$ cat src/rtl/tdc_channel_arbiter.sv
// Round-robin arbiter sharing one fine TDC between N_CH hit channels; tags events with channel and coarse time.
// Optional calibration virtual channel enabled by defining TDC_ARB_CALIB_EN.
module tdc_channel_arbiter #(
  parameter int N_CH        = 4,
  parameter int CH_BITS     = 2,
  parameter int FINE_BITS   = 6,
  parameter int COARSE_BITS = 16,
  parameter int LATENCY     = 4,
  parameter int TIMEOUT     = 1024,
  parameter int SETTLE      = 3
) (
  input  logic                   clock_i,
  input  logic                   reset_i,
  input  logic [N_CH-1:0]        ch_req_i,
  output logic [N_CH-1:0]        ch_ack_o,
  output logic [N_CH-1:0]        tdc_sel_o,
  output logic                   tdc_arm_o,
`ifdef TDC_ARB_CALIB_EN
  input  logic                   calib_req_i,
  output logic                   tdc_cal_sel_o,
`endif
  input  logic                   hit_sync_i,
  input  logic [FINE_BITS-1:0]   value_fine_i,
  output logic                   evt_valid_o,
  input  logic                   evt_ready_i,
  output logic [CH_BITS-1:0]     evt_channel_o,
  output logic [COARSE_BITS-1:0] evt_coarse_o,
  output logic [FINE_BITS-1:0]   evt_fine_o,
  output logic                   evt_timeout_o
);

`ifdef TDC_ARB_CALIB_EN
  localparam int NV = N_CH + 1;
`else
  localparam int NV = N_CH;
`endif
  localparam int TMO_W = $clog2(TIMEOUT);
  localparam int ST_W  = $clog2(SETTLE) + 1;
  localparam logic [CH_BITS:0]   NV_W     = (CH_BITS+1)'(NV);
  localparam logic [TMO_W-1:0]   TMO_LAST = TMO_W'(TIMEOUT - 1);
  localparam logic [3:0]         LAT_LOAD = 4'(LATENCY - 1);
  localparam logic [ST_W-1:0]    SET_LOAD = ST_W'(SETTLE - 1);

  typedef enum logic [2:0] {S_IDLE, S_ARMED, S_CONVERT, S_HOLD, S_SETTLE} state_e;

  state_e                 state_q, state_d;
  logic [CH_BITS-1:0]     ptr_q, ptr_d, grant_q, grant_d;
  logic [COARSE_BITS-1:0] coarse_q;
  logic [TMO_W-1:0]       tmo_q, tmo_d;
  logic [3:0]             lat_q, lat_d;
  logic [ST_W-1:0]        set_q, set_d;
  logic [CH_BITS-1:0]     chan_q, chan_d;
  logic [COARSE_BITS-1:0] ecoarse_q, ecoarse_d;
  logic [FINE_BITS-1:0]   efine_q, efine_d;
  logic                   etmo_q, etmo_d;
  logic [N_CH-1:0]        ack_q, ack_d;

  logic [NV-1:0]      req_v, req_rot;
  logic               found;
  logic [CH_BITS:0]   off, sum, nxt_sum;
  logic [CH_BITS-1:0] pick, ptr_nxt;
  logic [N_CH-1:0]    grant_oh;
  logic               armed;

`ifdef TDC_ARB_CALIB_EN
  assign req_v = {calib_req_i, ch_req_i};
`else
  assign req_v = ch_req_i;
`endif

  // Rotate so bit 0 is the pointer position; lowest set bit is the winner.
  assign req_rot = NV'({req_v, req_v} >> ptr_q);

  always_comb begin
    found = 1'b0;
    off   = '0;
    for (int i = NV - 1; i >= 0; i--) begin
      if (req_rot[i]) begin
        found = 1'b1;
        off   = (CH_BITS+1)'(i);
      end
    end
    sum = {1'b0, ptr_q} + off;
    if (sum >= NV_W) sum = sum - NV_W;
    pick = sum[CH_BITS-1:0];
  end

  always_comb begin
    nxt_sum = {1'b0, grant_q} + (CH_BITS+1)'(1);
    ptr_nxt = (nxt_sum >= NV_W) ? '0 : nxt_sum[CH_BITS-1:0];
  end

  always_comb begin
    for (int k = 0; k < N_CH; k++) grant_oh[k] = (grant_q == CH_BITS'(k));
  end

  assign armed         = (state_q == S_ARMED) || (state_q == S_CONVERT);
  assign tdc_arm_o     = armed;
  assign tdc_sel_o     = armed ? grant_oh : '0;
`ifdef TDC_ARB_CALIB_EN
  assign tdc_cal_sel_o = armed && (grant_q == CH_BITS'(N_CH));
`endif
  assign evt_valid_o   = (state_q == S_HOLD);
  assign ch_ack_o      = ack_q;
  assign evt_channel_o = chan_q;
  assign evt_coarse_o  = ecoarse_q;
  assign evt_fine_o    = efine_q;
  assign evt_timeout_o = etmo_q;

  always_comb begin
    state_d   = state_q;
    ptr_d     = ptr_q;
    grant_d   = grant_q;
    tmo_d     = tmo_q;
    lat_d     = lat_q;
    set_d     = set_q;
    chan_d    = chan_q;
    ecoarse_d = ecoarse_q;
    efine_d   = efine_q;
    etmo_d    = etmo_q;
    ack_d     = '0;
    case (state_q)
      S_IDLE: begin
        if (found) begin
          grant_d = pick;
          tmo_d   = '0;
          state_d = S_ARMED;
        end
      end
      S_ARMED: begin
        if (hit_sync_i) begin
          ecoarse_d = coarse_q;
          lat_d     = LAT_LOAD;
          state_d   = S_CONVERT;
        end else if (tmo_q == TMO_LAST) begin
          ecoarse_d = coarse_q;
          efine_d   = '0;
          etmo_d    = 1'b1;
          chan_d    = grant_q;
          state_d   = S_HOLD;
        end else begin
          tmo_d = tmo_q + 1'b1;
        end
      end
      S_CONVERT: begin
        if (lat_q == '0) begin
          efine_d = value_fine_i;
          etmo_d  = 1'b0;
          chan_d  = grant_q;
          state_d = S_HOLD;
        end else begin
          lat_d = lat_q - 1'b1;
        end
      end
      S_HOLD: begin
        if (evt_ready_i) begin
          ack_d   = grant_oh;
          ptr_d   = ptr_nxt;
          set_d   = SET_LOAD;
          state_d = S_SETTLE;
        end
      end
      S_SETTLE: begin
        if (set_q == '0) state_d = S_IDLE;
        else set_d = set_q - 1'b1;
      end
      default: state_d = S_IDLE;
    endcase
  end

  always_ff @(posedge clock_i) begin
    if (!reset_i) begin
      state_q   <= S_IDLE;
      ptr_q     <= '0;
      grant_q   <= '0;
      coarse_q  <= '0;
      tmo_q     <= '0;
      lat_q     <= '0;
      set_q     <= '0;
      chan_q    <= '0;
      ecoarse_q <= '0;
      efine_q   <= '0;
      etmo_q    <= 1'b0;
      ack_q     <= '0;
    end else begin
      state_q   <= state_d;
      ptr_q     <= ptr_d;
      grant_q   <= grant_d;
      coarse_q  <= coarse_q + 1'b1;
      tmo_q     <= tmo_d;
      lat_q     <= lat_d;
      set_q     <= set_d;
      chan_q    <= chan_d;
      ecoarse_q <= ecoarse_d;
      efine_q   <= efine_d;
      etmo_q    <= etmo_d;
      ack_q     <= ack_d;
    end
  end

endmodule

$ cat config.mk
export PLATFORM = sky130hd
export DESIGN_NAME = tdc_channel_arbiter
export DESIGN_NICKNAME = d
export VERILOG_FILES = /design/src/rtl/tdc_channel_arbiter.sv
export SDC_FILE = /design/constraint.sdc
export NUM_CORES = 1
export LEC_CHECK = 0
export CAP_MARGIN = 15
export CORE_MARGIN = 10
export CORE_UTILIZATION = 35
export DETAILED_ROUTE_END_ITERATION = 7
export HOLD_SLACK_MARGIN = 0.05
export PLACE_DENSITY = 0.67
export SYNTH_ARGS = -nofsm -noshare
export SYNTH_HDL_FRONTEND = slang
export SYNTH_SLANG_ARGS = --single-unit
export TNS_END_PERCENT = 100
$ cat constraint.sdc
create_clock -name clock_i -period 1.8 [get_ports clock_i]
set_clock_uncertainty 0.1 [all_clocks]
set_input_delay 0.36 -clock clock_i [delete_from_list [all_inputs] [get_ports clock_i]]
set_output_delay 0.36 -clock clock_i [all_outputs]
set_load 0.02 [all_outputs]
## Word level (Yosys, flattened, before mapping)

Index checks and enable logic that the tools add are counted.

- Register bits: 69
- Output and inout port bits: 35
- Logic and storage cells: 101

- Add/subtract/negate cells: 7
- Order comparisons: 2
- Equality and inequality tests: 19
- Shift operators: 1
- Muxes and demuxes: 42
- Reduce and logical (&&, ||, !) cells: 18

Operators by type and width:

| kind | count |
|---|---|
| two-way mux 3 bit | 11 |
| two-way mux 16 bit | 2 |
| two-way mux 10 bit | 3 |
| case mux 10 bit (2 select lines) | 1 |
| two-way mux 6 bit | 3 |
| adder 16 x 1 -> 16 bit (second input constant) | 1 |
| case mux 3 bit (5 select lines) | 1 |
| inequality test 2 bit (second input constant) | 7 |
| two-way mux 2 bit | 6 |
| two-way mux 4 bit | 3 |
| case mux 6 bit (2 select lines) | 1 |
| adder 10 x 1 -> 10 bit (second input constant) | 1 |
| == test 10 bit (second input constant) | 1 |
| AND reduction 3 bit | 3 |
| case mux 4 bit (2 select lines) | 1 |
| AND reduction 4 bit | 2 |
| nonzero test 2 bit | 4 |
| >> shifter 8 x 2 -> 4 bit | 1 |
| two-way mux 1 bit | 7 |
| == test 3 x 2 -> 1 bit (second input constant) | 2 |
| greater-or-equal comparator 3 bit (second input constant) | 2 |
| zero test 3 bit | 2 |
| inequality test 2 x 1 -> 1 bit (second input constant) | 3 |
| case mux 3 bit (2 select lines) | 1 |
| other kinds (17) | 20 |

## Logic depth before layout (Yosys ltp)

- Depth in word-level cells: 8
- Gate-level depth with buffers: 9
- Depth with buffers taken out: 8

## Worst setup path before layout

Ideal clock, no wire load.

- Path kind: register -> output
- From: reg state_q[1]
- To: out tdc_sel_o[0]
- Arrival time: 1.486 ns
- Setup slack: -0.146 ns
- Cell stages (with the launch flop): 5
- Path through: dfxtp_1 -> buf_2 -> nand2b_1 -> a21oi_1 -> and2_1

- Word-level cells in the longest chain between the ends: 3
- Elaborated cells between the ends (all ways): 4
- Those cells by class: eq/ne: 2; mux: 1; reduce/logical: 1

Ends and longest elaborated chain:

| what | RTL line | RTL |
|---|---|---|
| start, declared | 46 | `state_e state_q, state_d;` |
| start signal, assigned | 186 | `state_q <= state_d;` |
| == test 3 x 1 -> 1 bit / == test 3 x 2 -> 1 bit (equally long branches) | 97 | `assign armed = (state_q == S_ARMED) \|\| (state_q == S_CONVERT);` |
| logical OR 1 bit (*) | 97 |  |
| net tdc_arm_o | 17 | `output logic tdc_arm_o,` |
| two-way mux 4 bit (*) | 99 | `assign tdc_sel_o = armed ? grant_oh : '0;` |
| end, declared | 16 | `output logic [N_CH-1:0] tdc_sel_o,` |

The timed path passes the listed nets; every way through them passes the cells marked *.

## Worst setup path in the final report

- From: reg state_q[0]
- To: out tdc_sel_o[3]

- Word-level cells in the longest chain between the ends: 3
- Elaborated cells between the ends (all ways): 4
- Those cells by class: eq/ne: 2; mux: 1; reduce/logical: 1

Ends and longest elaborated chain:

| what | RTL line |
|---|---|
| == test 3 x 1 -> 1 bit / == test 3 x 2 -> 1 bit (equally long branches) | 97 |
| logical OR 1 bit (*) | 97 |
| two-way mux 4 bit (*) | 99 |

Mark *: on every way between the ends. The rest lies on a longest branch, timed or not.

==> metrics <==
outcome complete, but fails checks; failing checks setup timing; CP max-delay cell dfxtp_4; endpoint class of the critical path output port; Max Clk Rate 0.5411 GHz; Core Region 0.009328 mm^2; Sw Ratio 28.06%; largest area contributor in the netlist dfxtp_1; Worst setup SP type flip-flop; vias 3007; TritonRoute pass-1 iters 4; I/O Buffers 48; number of flops mapped to enable cells by yosys 0; sw power 0.001221 W; CTS Buf Count 9; peak supply drop 418.5 uV; post-route minimum period 1848 ps; drt via density 4.850; Post-Syn Nets 404; Die Y 118.1 um; # Max-Cap Violations 0; nets@finish 513; clk_lat worst skew 340 ps; Clock Tree Buf Depth 2; initial antenna violation count 0; gr ovfl total 0; worst-path fanout max 6; Starting Density 36.11%; Sink Count 69; endpoints failing hold 0; vias in the first global route 2943; die area 0.01395 mm^2; Main synth FF type dfxtp_1; synth unique cells 55; drt total wl 8481 um; max-slew violation count 0; worst hold slack 357.0 ps; sequential cell area fraction in the yosys report 41.01%; Critical Path AT 1390 ps; layout cells sized above 1 29.74%; Worst path most repeated cell buf_6; Ports 49; CTS tree done; placed cell count 594; WS Path Type reg2out; TNS Setup -186.7 ps; top area cells in the synthesized netlist dfxtp_1, mux2i_1, nand2_1; row count 35; Critical Path Max Stage Delay 370 ps; Placer Congestion 0.7967; final count of negative-setup-slack endpoints 5; Max-slew headroom 73.97%; share of the synthesized area in the top cell type 41.01%; sequential share of power 37.8%; CTS H-tree lvls 3; largest net degree at the start of global routing 41; DRC viols 0; drt initial violations 124; CP Cell Sequence nand2b_4, a21oi_2, buf_6, and2_4, buf_6; Worst Max-Slew Pin Slew 390.4 ps; final worst slack -48.22 ps; CTS Root Cell clkbuf_8; #FFs+latches synth 69; PwrDens 882.7 mW/mm^2; Req. time, crit path 1340 ps; Clk pwr share 35.0%; first-pass GRT wire length 14100 um; Internal 0.003132 W; fraction of registers with async set/reset 0%; yosys warns 0; # diodes 0; Clock Pin Slew Worst Setup and Hold Paths 80 ps; Hold Crit Class reg2reg; Wirelength per Cell 13.68 um; unrepaired setup endpoints after global routing yes; post-route insts no fill 620; Mapped Area 0.003368 mm^2; final worst-path cycle share 102.7%; logic gate share of total power 27.2%; post-route ant nets 0; Cells after Synth 378; DP HPWL 5874 um; average instance area after synthesis 8.911 um^2; R2R setup slack 0 ps; post-layout util 52.86%; Die X 118.1 um; leakage 2.347 nW; GR Util All Layers 11.83%; Synth-to-Final Area Change 46.40%
placed cells by master, fill, tap and decap left out, types with 3 or more instances in the layout:
master            n
nand2_1          61
dfxtp_1          61
buf_4            60
nor2_1           29
mux2i_1          29
dlymetal6s2s_1   20
nand3_1          17
clkdlybuf4s50_1  17
inv_1            12
a21oi_1          11
xor2_1           10
and3_1            9
ha_1              9
clkbuf_8          9
nand4_1           8
o21ai_0           8
buf_6             8
nor3_1            6
and2_4            5
dfxtp_2           5
a21oi_2           3
o221a_2           3
a31oi_1           3
and2_1            3
or3_2             3
xnor2_1           3
bufinv_16         3
buf_2             3
dfxtp_4           3
flip-flops by register name, indices dropped and copies added, names as in the netlist:
signal and cells:
evt_channel_o 2, state_q 3, set_q 3, ptr_q 2
evt_timeout_o 1, ch_ack_o 4, grant_q 2, coarse_q 16
lat_q 4, evt_fine_o 6, evt_coarse_o 16, tmo_q 10
cells in the mapped netlist, drive strengths merged, types with 2 or more instances:
master and count:
a211oi 2, a21oi 15, a221oi 2, a31oi 3, and2 8, and3 10, and4 2, buf 7
clkbuf 12, dfxtp 69, ha 12, inv 14, mux2i 29, nand2 62, nand2b 4, nand3 19
nand4 10, nor2 29, nor3 8, nor3b 3, nor4b 2, o211ai 2, o21a 3, o21ai 9
o221a 3, o31ai 2, or2 2, or3 5, or3b 2, or4 3, xnor2 3, xor2 10
cell families (layout without fill, tap and decap cells):
logic type / after synthesis / in the layout / synth area share, %
compound gates: 49 / 49 / 11.00
xor+xnor: 13 / 13 / 3.380
fa+ha+maj: 12 / 12 / 4.458
buf+inv: 33 / 146 / 4.272
flops: 69 / 69 / 41.01
mux: 29 / 29 / 8.618
simple gates: 173 / 173 / 27.27
through the flow:
| step | total power, W | setup WS [ps] | instance area [um^2] |
|---|---|---|---|
| 2_1_floorplan | 0.002207 | -51.54 | 3393 |
| 3_3_place_gp | 0.002629 | -560.2 | 4389 |
| 3_5_place_dp | 0.002650 | -603.2 | 4389 |
| 4_1_cts | 0.004245 | -59.71 | 4706 |
| 5_1_grt | 0.004577 | -128.7 | 4931 |
| 6_report | 0.004353 | -48.22 | 4931 |
routing by layer:
metal	vias to the layer above	global-route usage [%]	wire length, um
li1	1534	-	-
met1	1417	14.93	3996
met2	48	18.46	4034
met3	8	3.933	382
met4	0	3.941	68
met5	-	0	0
critical path, delay by kind of cell, from the launching register on:
family                 cells  cell delay (ps)
AO/OA/AOI/OAI              1              140
buffers and inverters      2              250
flip-flops                 1              370
AND/OR/NAND/NOR            2              290
area by class of cell:
cell class,instances,area [um^2]
clock buffer,9,123.9
clock inverter,6,111.4
fill,851,4397
inverter,14,52.55
multi-input combinational,276,1972
sequential,69,1399
tap,129,161.4
timing repair buffer,117,1111
final timing paths:
kind                         start          endpoint  cells past startpoint
setup / recovery        state_q[0]      tdc_sel_o[3]                      5
hold / removal    evt_coarse_o[14]  evt_coarse_o[14]                      2
setup reg to reg          lat_q[0]     evt_timeout_o                      7
hold reg to reg   evt_coarse_o[14]  evt_coarse_o[14]                      2
power groups by stage:
stage                     logic [W]  clock network, W  registers, W
final                       0.00118           0.00152       0.00165
after global routing        0.00129           0.00163       0.00165
after CTS                   0.00105           0.00156       0.00164
after detailed placement   0.000986                 0       0.00166
after global placement     0.000968                 0       0.00166
after floorplan            0.000529                 0       0.00168
repair_timing:
item	in CTS	in global routing
setup endpoints to repair	45	62
hold buffers	0	0
gates resized for setup	54	55
gates cloned	0	2
buffers inserted	4	6
pin swaps	13	18
(Power assumes the default switching activity.)
